File: src/rtl/alu_mul_div.sv
// Iterative 32x32 multiply / divide unit with HI/LO result registers; divider built only with MDU_DIV_EN.
// Latency: 34 edges from accepting start to done (1 edge for divide-by-zero or divider-less divide).
// Backpressure: start is ignored while busy; there is no queueing.
module alu_mul_div (
  input  logic        clk,
  input  logic        reset,
  input  logic        start,
  input  logic [1:0]  op,
  input  logic [31:0] a,
  input  logic [31:0] b,
  input  logic        hi_we,
  input  logic        lo_we,
  input  logic [31:0] wdata,
  output logic        busy,
  output logic        done,
  output logic [31:0] hi,
  output logic [31:0] lo,
  output logic        div_zero
);

  typedef enum logic [1:0] {IDLE, CALC, FIX} state_t;

  state_t      state, state_nxt;
  logic        accept, imm_done;
  logic [4:0]  cnt;
  logic [63:0] work;
  logic [31:0] opnd;
  logic        neg_q;
  logic        sgn;
  logic [31:0] a_mag, b_mag;
  logic [32:0] mul_sum;
  logic [63:0] mul_next, step_next, prod_fix;
  logic [31:0] fix_hi, fix_lo;
`ifdef MDU_DIV_EN
  logic        is_div, neg_r;
  logic [32:0] rem_sh, div_diff;
  logic [63:0] div_next;
  logic [31:0] quo_fix, rem_fix;
`endif

  assign sgn   = ~op[0];
  assign a_mag = (sgn && a[31]) ? (~a + 32'd1) : a;
  assign b_mag = (sgn && b[31]) ? (~b + 32'd1) : b;

  // work holds {partial, multiplier} for multiply and {remainder, quotient} for divide
  always_comb begin
    mul_sum   = {1'b0, work[63:32]} + (work[0] ? {1'b0, opnd} : 33'd0);
    mul_next  = {mul_sum, work[31:1]};
    prod_fix  = neg_q ? (~work + 64'd1) : work;
    step_next = mul_next;
    fix_hi    = prod_fix[63:32];
    fix_lo    = prod_fix[31:0];
`ifdef MDU_DIV_EN
    rem_sh   = {work[63:32], work[31]};
    div_diff = rem_sh - {1'b0, opnd};
    div_next = div_diff[32] ? {rem_sh[31:0], work[30:0], 1'b0}
                            : {div_diff[31:0], work[30:0], 1'b1};
    quo_fix  = neg_q ? (~work[31:0] + 32'd1) : work[31:0];
    rem_fix  = neg_r ? (~work[63:32] + 32'd1) : work[63:32];
    if (is_div) begin
      step_next = div_next;
      fix_hi    = rem_fix;
      fix_lo    = quo_fix;
    end
`endif
  end

  always_ff @(posedge clk or negedge reset) begin
    if (!reset) state <= IDLE;
    else        state <= state_nxt;
  end

  always_comb begin
    state_nxt = state;
    accept    = 1'b0;
    imm_done  = 1'b0;
    busy      = (state != IDLE);
    case (state)
      IDLE: begin
        if (start) begin
          accept = 1'b1;
`ifdef MDU_DIV_EN
          imm_done = op[1] && (b == 32'd0);
`else
          imm_done = op[1];
`endif
          if (!imm_done) state_nxt = CALC;
        end
      end
      CALC:    if (cnt == 5'd31) state_nxt = FIX;
      FIX:     state_nxt = IDLE;
      default: state_nxt = IDLE;
    endcase
  end

  always_ff @(posedge clk or negedge reset) begin
    if (!reset) begin
      hi       <= 32'd0;
      lo       <= 32'd0;
      done     <= 1'b0;
      div_zero <= 1'b0;
      cnt      <= 5'd0;
      work     <= 64'd0;
      opnd     <= 32'd0;
      neg_q    <= 1'b0;
`ifdef MDU_DIV_EN
      is_div   <= 1'b0;
      neg_r    <= 1'b0;
`endif
    end else begin
      done <= 1'b0;
      if (state == IDLE) begin
        if (hi_we) hi <= wdata;
        if (lo_we) lo <= wdata;
      end
      if (accept) begin
        div_zero <= 1'b0;
        done     <= imm_done;
        cnt      <= 5'd0;
        neg_q    <= sgn & (a[31] ^ b[31]);
        if (op[1]) begin
          opnd <= b_mag;
          work <= {32'd0, a_mag};
        end else begin
          opnd <= a_mag;
          work <= {32'd0, b_mag};
        end
`ifdef MDU_DIV_EN
        is_div <= op[1];
        neg_r  <= sgn & a[31];
        if (imm_done) div_zero <= 1'b1;
`endif
      end
      if (state == CALC) begin
        work <= step_next;
        cnt  <= cnt + 5'd1;
      end
      if (state == FIX) begin
        hi   <= fix_hi;
        lo   <= fix_lo;
        done <= 1'b1;
      end
    end
  end

endmodule

File: config.mk
export PLATFORM = sky130hd
export DESIGN_NAME = alu_mul_div
export DESIGN_NICKNAME = d
export VERILOG_FILES = /design/src/rtl/alu_mul_div.sv
export SDC_FILE = /design/constraint.sdc
export NUM_CORES = 1
export LEC_CHECK = 0
export ABC_AREA = 1
export CORE_MARGIN = 5
export CORE_UTILIZATION = 62
export DETAILED_ROUTE_END_ITERATION = 16
export PLACE_DENSITY = 0.95
export SYNTH_ARGS = -nofsm -noshare
export SYNTH_HDL_FRONTEND = slang
export SYNTH_SLANG_ARGS = --single-unit
File: constraint.sdc
create_clock -name clk -period 4.3 [get_ports clk]
set_input_delay 0.86 -clock clk [delete_from_list [all_inputs] [get_ports clk]]
set_output_delay 0.86 -clock clk [all_outputs]
set_load 0.02 [all_outputs]
Word-level counts from Yosys, hierarchy flattened --
Cells that the tools add are included.
Word-level totals: register bits after elaboration 169, latch bits 0, memory bits (writable) 0, ROM bits 0, input bits 103, output and inout bits 67, word-level logic and storage cells 62, memories 0
Operators by class: $add $sub $neg 5, $mul 0, divide/modulo/power cells 0, magnitude comparators 0, equality and inequality tests 6, shifts and indexed selects 0, muxes and demuxes 26, bitwise logic cells 6, reduce and logical (&&, ||, !) cells 11
Operators by type and width (number):
- $mux W32 | 11
- $mux W64 | 3
- $add A32 B1 Y32 const B | 2
- $add A64 B1 Y64 const B | 1
- $not A32 Y32 | 2
- $not A64 Y64 | 1
- $add A32 B32 Y33 | 1
- $mux W5 | 2
- $reduce_bool A2 Y1 | 5
- $mux W1 | 6
- $mux W2 | 3
- $ne A2 B2 Y1 const B | 3
- $add A5 B1 Y5 const B | 1
- $eq A5 B5 Y1 const B | 1
- $pmux W2 S2 | 1
- $reduce_and A2 Y1 | 2
- $reduce_and A3 Y1 | 1
- $eq A2 B1 Y1 const B | 1
- $eq A2 B2 Y1 const B | 1
- $logic_and A1 B1 Y1 | 2
- $logic_not A2 Y1 | 1
- $and A1 B1 Y1 | 1
- $not A1 Y1 | 1
- $xor A1 B1 Y1 | 1

Depth between registers and ports, before layout --
depth in word-level cells 6, gate-level depth with buffers 19, gate-level depth less buffers 17

Least setup slack after synthesis --
No wires, ideal clock.
path type register to register, from reg work[0], to reg work[53], library setup time 117 ps, data arrival time 2238 ps, path slack 1945 ps, cell stages (with the launch flop) 20, path buffers 2, cell sequence dfrtp_1 -> buf_6 -> clkbuf_1 -> nand2_1 -> inv_1 -> ha_1 -> inv_1 -> fa_1 -> inv_1 -> nand3_1 -> nand2_1 -> nand2_1 -> nand2_1 -> nand3_1 -> nand2_1 -> nand3_1 -> nand2_1 -> nand2_1 -> nand3_1 -> nand2_1
On the way: word-level cells in the longest chain between the ends 3
RTL lines:
- start, declared | line 26 | logic [63:0] work;
- start signal, assigned | line 123 | work <= {32'd0, a_mag};
- start signal, assigned | line 126 | work <= {32'd0, b_mag};
- start signal, assigned | line 135 | work <= step_next;
- $mux W32 | line 47 | mul_sum = {1'b0, work[63:32]} + (work[0] ? {1'b0, opnd} : 33'd0);
- $add A32 B32 Y33 | line 47
- $mux W64 | line 134 | if (state == CALC) begin
No other way between the ends. A chain may end at the register's enable or synchronous reset.

Worst setup path after layout --
from reg work[0], to reg work[61]
Same word-level chain as after synthesis.

==> flow_summary_export.csv <==
group,metric,value,unit
final_layout,drive_above_1_share,6.18,%
critical_path,cp_slowest_cell,"dfrtp_1",
die,die_h,159,microns
detailed_routing,wirelength,50.8,mm
status,status,"completed",
logic_synthesis,ys_warn_count,0,
grt,grt-ovfl-total,0,
die,start_util,63.0,%
cts,cts_root_buf,"clkbuf_16",
logic_synthesis,syn_inst,2139,
critical_path,crit_chain,"nand2_1, inv_1, ha_1, inv_1, fa_1, inv_1, nand3_1, nand2_1, nand2_1, nand2_1, nand3_1, nand2_1, nand2_1, nand2_1, nand2_1, nand3_1, nand2_1",
final_layout,nets,2409,
die,die-area,25300,sq um
critical_path,crit_required,4.64,ns
logic_synthesis,syn-num-nets,2280,
cts,cts_resized,0,
final_layout,antenna_cells,0,
logic_synthesis,synth_area_leaders,"dfrtp_1 (31%), nand2_1 (16%), nor2_1 (8.3%)",
final_layout,regArea,4230,sq um
die,die_x,159,microns
final_layout,nFillCells,1744,
timing,tightest_slew,1.21,ns
final_layout,design_area,16100,sq um
critical_path,critical-path-max-stage-delay,1.14,ns
die,core_area,21800,sq um
detailed_routing,avgRoutedWirePerCell,19.8,microns
logic_synthesis,synth_largest_area_cell,"dfrtp_1",
die,pin_count,170,
detailed_routing,vias,15800,
placement,dpl.hpwl,39.9,mm
critical_path,worst-path-buf-inv,3,
power,p_leak,7.61,nW
grt,grt_antenna_before_repair,0,
detailed_routing,vias_per_cell,6.16,
critical_path,crit_top_cell,"nand2_1",
flow_run,drv_cap,0,
timing,whs,0.421,ns
min_path,hold_path_class,"in2async",
cts,numCtsBuffers,17,
detailed_routing,drtIter0Drc,2229,
placement,place_area,15500,sq um
timing,rsz0062_at_grt,"no",
detailed_routing,drc,0,
logic_synthesis,synth-edff-count,0,
logic_synthesis,ys_types,54,
timing,report.final.slew_viol_count,0,
logic_synthesis,synthArstFlopShare,100,%
logic_synthesis,synth.cell_area,13800,sq um
cts,clkLatencyLatePin,0.44,ns
timing,tns,0,ns
logic_synthesis,synth_top_area_share,30.7,%
cts,post_cts_buffers,0,
placement,gp_congestion,1.08,
power,vdd_drop_max,0.449,mV
critical_path,crit_family,"simple AND/OR/NAND/NOR gates",
logic_synthesis,synth_flop_cell,"dfrtp_1",
critical_path,crit_path_start_kind,"flop",
timing,finalSetupViolCount,0,
cts,clk_pin_slew,0.08,ns
timing,period_needed,3.20,ns
cts,htree_levels,4,
power,power.density,710,nW/um^2
cts,clk_path_buf_depth,2,
timing,finClkSkew,0.0159,ns
die,rows,54,
grt,track_usage,38.6,%
logic_synthesis,ys_seq_elements,169,
timing,hold_viol,0,
critical_path,critPathKind,"reg2reg",
grt,grt_start_max_net_pins,75,
final_layout,area_delta_synth_final,17.4,%
cts,clock_sinks,169,
detailed_routing,drt_first_pass_iters,8,
final_layout,mostFrequentLayoutCells,"nand2_1 (592), nor2_1 (303), nand3_1 (211), inv_1 (210), dfrtp_1 (168)",
grt,grt_pass1_wl,79.8,mm
cts,tritoncts,"built",
detailed_routing,ant_nets,0,
final_layout,final_common_cell,"nand2_1",
critical_path,worstPathArrival,3.54,ns
grt,first_global_vias,14800,
logic_synthesis,avgSynthCellArea,6.43,sq um
logic_synthesis,ys_seq_area_share,30.7,%
timing,min_period_over_period,74.5,%
timing,fmax,0.312,GHz
critical_path,end_kind,"flop",
final_layout,multi_input_area,8330,sq um
cts,hold_buffers,0,
timing,relSlewSlack,19.3,%
placement,port_buffers,168,
critical_path,path_max_fanout,35,
cells by family after synthesis:
| logic type | after synthesis | synth area share [%] |
|---|---|---|
| simple gates | 1247 | 39.5 |
| compound gates | 343 | 14.6 |
| other cells | 1 | 0.0273 |
| buf+inv | 295 | 8.70 |
| xor+xnor | 46 | 2.93 |
| fa+ha+maj | 38 | 3.51 |
| flops | 169 | 30.7 |
Yosys cell counts (14+ instances only):
library cell,instances
a21oi_1,146
o221ai_1,18
a22oi_1,33
inv_1,210
nand4_1,34
or2_2,15
nand3_1,211
o21ai_0,79
xor2_1,42
buf_2,33
nand2_2,19
nand2_1,592
nor2_2,14
ha_1,37
inv_2,15
clkbuf_1,19
nand3b_1,14
nor3_1,15
dfrtp_1,169
nor2_1,303
layer usage:
metal / track usage [%] / part of all wire (%)
met1: 51.1 / 38
met2: 59.7 / 44
met3: 9.16 / 12
met4: 19.2 / 5.6
met5: 0 / 0
metrics by stage:
step	setup slack [ns]	utilization, %	power, mW	cells
after floorplan	1.94	-	7.40	2139
after global placement	1.21	71.2	9.38	2529
after detailed placement	1.19	71.2	9.62	2529
after CTS	1.17	74.0	11.2	2561
after global routing	0.867	74.0	12.2	2561
final	1.10	74.0	11.5	2561
worst paths after layout:
| path | from | end | slack, ns | depth (start not counted) |
|---|---|---|---|---|
| setup / recovery | work[0] | work[61] | 1.10 | 17 |
| hold / removal | reset | lo[27] | 0.42 | 1 |
| setup reg to reg | work[0] | work[61] | 1.10 | 17 |
| hold reg to reg | opnd[22] | opnd[22] | 0.50 | 2 |
| max in group asynchronous | reset | opnd[28] | 3.01 | 2 |
| min in group clk | opnd[22] | opnd[22] | 0.50 | 2 |
where the power goes:
group	internal [mW]	switching [mW]
logic	2.37	4.02
clock network	0.836	0.770
registers	2.37	1.09
sequential cells by signal (all words and copies together) (netlist names):
signal,cells
lo,32
work,64
opnd,32
neg_q,1
done,1
hi,32
state,2
cnt,5
worst reg2reg max path, delay by kind of cell (launching register included):
family	cells	cell delay (ns)
adder cells (fa/ha/maj)	2	0.56
buffers and inverters	3	0.23
flip-flops	1	1.14
AND/OR/NAND/NOR	12	1.16
layout make-up:
cell class              count  area share (%)
clock buffers              17            2.64
inverters                 226            5.25
repair buffers            179            11.0
well taps                 280            2.17
clock inverters            15            1.12
flip-flops and latches    169            26.2
multi-input cells        1675            51.6
(Power assumes the default switching activity.)
